[src/rtl/day_10_pkg.sv]
// Shared types and constants for the self-reloading up-counter.
package day_10_pkg;

  localparam int CNT_W = 4;

  typedef logic [CNT_W-1:0] cnt_t;

  localparam cnt_t CNT_MAX = '1;

endpackage : day_10_pkg

[src/rtl/day_10.sv]
// Self-reloading up-counter: a load captures the start value, and on reaching
// all-ones the count restarts from that captured value instead of zero.
module day_10
  import day_10_pkg::*;
#(
  parameter int WIDTH = CNT_W
) (
  input  logic             clk,
  input  logic             reset,
  input  logic             load_i,
  input  logic [WIDTH-1:0] load_val_i,
  output logic [WIDTH-1:0] count_o
);

  localparam logic [WIDTH-1:0] MAX_VAL = '1;

  logic [WIDTH-1:0] cnt_q, cnt_d;
  logic [WIDTH-1:0] rld_q, rld_d;

  // Load outranks self-reload, so a load on the all-ones cycle takes the new value.
  always_comb begin
    cnt_d = cnt_q;
    rld_d = rld_q;
    if (load_i) begin
      cnt_d = load_val_i;
      rld_d = load_val_i;
    end else if (cnt_q == MAX_VAL) begin
      cnt_d = rld_q;
    end else begin
      cnt_d = cnt_q + WIDTH'(1);
    end
  end

  always_ff @(posedge clk or negedge reset) begin
    if (!reset) begin
      cnt_q <= '0;
      rld_q <= '0;
    end else begin
      cnt_q <= cnt_d;
      rld_q <= rld_d;
    end
  end

  assign count_o = cnt_q;

endmodule : day_10

[config.mk]
export PLATFORM = sky130hd
export DESIGN_NAME = day_10
export DESIGN_NICKNAME = d
export VERILOG_FILES = /design/src/rtl/day_10_pkg.sv /design/src/rtl/day_10.sv
export SDC_FILE = /design/constraint.sdc
export NUM_CORES = 1
export LEC_CHECK = 0
export CAP_MARGIN = 20
export CORE_AREA = 8 8 45 47
export CTS_CLUSTER_DIAMETER = 50
export DETAILED_ROUTE_END_ITERATION = 7
export DIE_AREA = 0 0 53 55
export PLACE_DENSITY = 0.54
export REMOVE_ABC_BUFFERS = 1
export SLEW_MARGIN = 25
export SYNTH_ARGS = -nofsm -noshare
export SYNTH_HDL_FRONTEND = slang
export SYNTH_SLANG_ARGS = --single-unit
export TNS_END_PERCENT = 50
[constraint.sdc]
create_clock -name clk -period 3.4 [get_ports clk]
set_clock_uncertainty 0.05 [all_clocks]
set_input_delay 0.34 -clock clk [delete_from_list [all_inputs] [get_ports clk]]
set_output_delay 0.34 -clock clk [all_outputs]
set_load 0.02 [all_outputs]
== Word level (Yosys, flattened, before mapping) ==
Index checks and enable logic that the tools add are counted.
Storage, ports and cells
  flip-flop bits (word level): 8
  input bits: 7
  word-level logic and storage cells: 6
Operators by class
  add/subtract/negate cells: 1
  equality and inequality tests: 1
  muxes and demuxes: 2
Operators by type and width (number)
  4-bit two-way mux: 2
  4-bit by 1-bit adder with 4-bit output, second input constant: 1
  4-bit equality test, second input constant: 1

== Depth between registers and ports, before layout ==
  word-level depth: 3
  depth in mapped cells: 4
  gate-level depth less buffers: 4

== Worst setup path before layout ==
OpenSTA, ideal clock, no wires.
  path kind: register -> register
  start: register cnt_q[0] (netlist: count_o[0])
  end: register cnt_q[1] (netlist: count_o[1])
  arrival time: 1.111 ns
  required time: 3.222 ns
  setup slack: 2.111 ns
  stages on the path, launching flop included: 5
  path buffers: 0
  clock period less this slack: 1.289 ns
  cell sequence: dfrtp_1 ha_1 nand3_1 mux2i_1 o21ai_0
On the way
  cells in the longest elaborated chain, start to end: 3
  elaborated cells between the ends (all ways): 4
RTL lines
  start: declaration: RTL line day_10.sv:17  | logic [WIDTH-1:0] cnt_q, cnt_d;
  start signal: assignment: RTL line day_10.sv:39  | cnt_q <= cnt_d;
  4-bit by 1-bit adder with 4-bit output / 4-bit equality test (equally long branches): RTL line day_10.sv:30, day_10.sv:27
  4-bit two-way mux (*): RTL line day_10.sv:27  | end else if (cnt_q == MAX_VAL) begin
  4-bit two-way mux (*): RTL line day_10.sv:24  | if (load_i) begin
  net cnt_d[1]: RTL line day_10.sv:17
The timed path passes the listed nets; every way through them passes the cells marked *.
A chain may end at the register's enable or synchronous reset.

== Worst setup path after layout ==
  start: register cnt_q[2] (netlist: count_o[2])
  end: output port count_o[2]
RTL lines
  end: declaration: RTL line day_10.sv:12  | output logic [WIDTH-1:0] count_o
No word-level cell between the ends.

==> impl_summary.log <==
INFO  metric synth_enable_flop_cells = 0
INFO  metric syn_to_final_growth = 37.4%
INFO  metric worst_setup_hold_path_clk_slew = 0.06 ns
INFO  metric async_reset_ff_frac = 1.00
INFO  metric outcome = completed
INFO  metric via_per_inst = 4.67
INFO  metric timing_max_transition_violations_final = 0
INFO  metric finish.net_count = 60
INFO  metric max-cap-violations = 0
INFO  metric total_leakage_power = 0.228 nW
INFO  metric antenna_cells = 0
INFO  metric clock_insertion_delay_worst_skew = 0.25 ns
INFO  metric yosys_warnings = 0
INFO  metric powerDensity = 491 nW/um^2
INFO  metric final_hold_viol_count = 0
INFO  metric path_class = reg -> out
INFO  metric design_internal_power = 177 uW
INFO  metric core.rowCount = 14
INFO  metric cp_max_fo = 5
INFO  metric detailed_place_hpwl = 603 um
INFO  metric timing.critical_path.from_type = register
INFO  metric ys_seq_area_frac = 0.544
INFO  metric fin_tns_setup = 0 ns
INFO  metric synth_area_per_cell = 9.68 sq um
INFO  metric longest_individual_stage_delay_on_the_worst_path = 0.64 ns
INFO  metric synth_ff_type = dfrtp_1
INFO  metric tritoncts_sinks = 8
INFO  metric drt_iter0_markers = 1
INFO  metric tritoncts = built
INFO  metric cell_type_group_with_the_largest_total_delay_on_the_critical_path = buffers and inverters
INFO  metric cts_hold_buffers = 0
INFO  metric drt_drc_violations_left = 0
INFO  metric max_rail_drop_vdd = 0.183 mV
INFO  metric grt_start_max_net_pins = 14
INFO  metric tightestPinTransition = 0.401 ns
INFO  metric cp_data_arrival_time = 1.31 ns
INFO  metric initial_core_util = 0.266
INFO  metric multi_input_area = 140 sq um
INFO  metric drive_gt1_frac = 0.100
INFO  metric total_number_of_vias = 308
INFO  metric grt_overflow = 0
INFO  metric place_congestion = 0.698
INFO  metric detail_route.first_pass.iterations = 2
INFO  metric i_o_pin_count = 11
INFO  metric seq_power_share = 0.475
INFO  metric via_count_of_the_first_global_routing_pass = 302
INFO  metric required = 3.01 ns
INFO  metric ys_types = 18
INFO  metric buffer_ports.inserted = 10
INFO  metric final_min_period_over_clock_period = 0.501
INFO  metric die_x = 53 um
INFO  metric number_of_clock_buffers_inserted_by_tritoncts = 3
INFO  metric final-setup-viol-count = 0
INFO  metric timing.slew.headroom = 0.732
INFO  metric drt.antenna.violating_nets = 0
INFO  metric power_frac_comb = 0.232
INFO  metric pwr-share-clk = 0.293
INFO  metric cts-root-to-sink-buffers = 2
INFO  metric wirelength = 794 um
INFO  metric routedWlPerCell = 12.0 um
INFO  metric proportion_of_total_power_due_to_net_switching = 0.288
INFO  metric fmaxAchievable = 587 MHz
INFO  metric fillCellCount = 149
INFO  metric path_cells = clkdlybuf4s50_1
INFO  metric seqCellArea = 200 sq um
INFO  metric critical_path.n_buffers_inverters = 1
INFO  metric grtUsageTotal = 0.0670
INFO  metric utilization = 0.365
INFO  metric synthDominantAreaCellType = dfrtp_1
INFO  metric cts_resized = 0
INFO  metric netlist_instances = 38
INFO  metric antenna_found_initial = 0
INFO  metric synth.cells.most_frequent = 8 x dfrtp_1, 5 x inv_1, 5 x nand2_1
INFO  metric switching_power = 71.6 uW
INFO  metric slowest_stage = clkdlybuf4s50_1
INFO  metric floorplan.die.height = 55 um
INFO  metric placeableCoreArea = 1380 sq um
INFO  metric yosysTopAreaCellShare = 0.544
INFO  metric post_cts.repair.setup_buffers = 0
INFO  metric synth.cell_area = 368 sq um
INFO  metric grt_setup_unrepaired = no
INFO  metric die-area = 2920 sq um
INFO  metric synthMostInstantiatedCell = dfrtp_1
INFO  metric hp-class = in -> async
INFO  metric ctsHtreeMaxLevel = 1
INFO  metric postSynthRegisterBits = 8
INFO  metric critPathCaptureType = output pin
INFO  metric ys_top_cells_by_area = dfrtp_1 54%, o21ai_0 5.4%, inv_1 5.1%
INFO  metric grt_first_pass_wirelength = 1340 um
INFO  metric min_clock_period_post_route = 1.70 ns
INFO  metric clock_tree.root_cell = clkbuf_4
-- registers in the layout, indices dropped and copies added (netlist names) --
name,cells
count_o,4
rld_q,4
-- power by group through the flow --
| stage | clock network, mW | registers (mW) | logic, mW |
|---|---|---|---|
| detailed placement | 0 | 0.120 | 0.0588 |
| finish | 0.0727 | 0.118 | 0.0576 |
| global placement | 0 | 0.119 | 0.0582 |
| floorplan | 0 | 0.126 | 0.0219 |
| global route | 0.0863 | 0.120 | 0.0651 |
| CTS | 0.0768 | 0.118 | 0.0590 |
-- path summary, 6_finish.rpt --
check,startpoint,endpoint,slack (ns),cells past startpoint
worst max-delay path,count_o[2],count_o[2],1.70,1
worst min-delay path,reset,count_o[3],0.31,1
worst max register to register,count_o[0],count_o[1],2.10,4
worst min register to register,rld_q[0],rld_q[0],0.46,1
max in group asynchronous,reset,count_o[0],2.72,1
min in group clk,rld_q[0],rld_q[0],0.46,1
-- cells in the final DEF, fill, tap and decap left out, types with 2 or more instances in the layout --
| cell type | n |
|---|---|
| a21oi_1 | 2 |
| clkbuf_4 | 3 |
| clkdlybuf4s50_1 | 10 |
| dfrtp_1 | 8 |
| inv_1 | 5 |
| nand2_1 | 5 |
| nor2_1 | 2 |
| o21ai_0 | 4 |
-- stage by stage --
stage	hold slack, ns	instance area, sq um	instances	setup WS (ns)	total power [mW]
5_1_grt	0.322	505	66	1.65	0.271
6_report	0.310	505	66	1.70	0.248
4_1_cts	0.322	505	66	1.68	0.254
3_3_place_gp	0.444	483	63	1.63	0.177
3_5_place_dp	0.452	483	63	1.61	0.179
2_1_floorplan	-0.00559	363	37	2.11	0.148
-- cell families (layout without fill, tap and decap cells) --
logic type | count (synthesis) | count (layout) | share of synthesized area
compound gates | 10 | 10 | 0.170
fa+ha+maj | 1 | 1 | 0.0340
buf+inv | 7 | 19 | 0.0748
flops | 8 | 8 | 0.544
mux | 2 | 2 | 0.0578
simple gates | 10 | 10 | 0.119
-- final cells by class --
cell class / instances / share of cell area
flip-flops and latches: 8 / 0.396
well taps: 16 / 0.0396
repair buffers: 10 / 0.198
inverters: 6 / 0.0446
multi-input cells: 23 / 0.277
clock buffers: 3 / 0.0446
-- per-layer routing --
metal / up-vias / global-route usage / wire (um)
met2: 7 / 0.0938 / 396
met3: 0 / 0.0588 / 65
met1: 145 / 0.0710 / 332
met5: - / 0 / 0
li1: 156 / - / -
met4: 0 / 0.0259 / 0
Power figures use the tool's default switching activity.
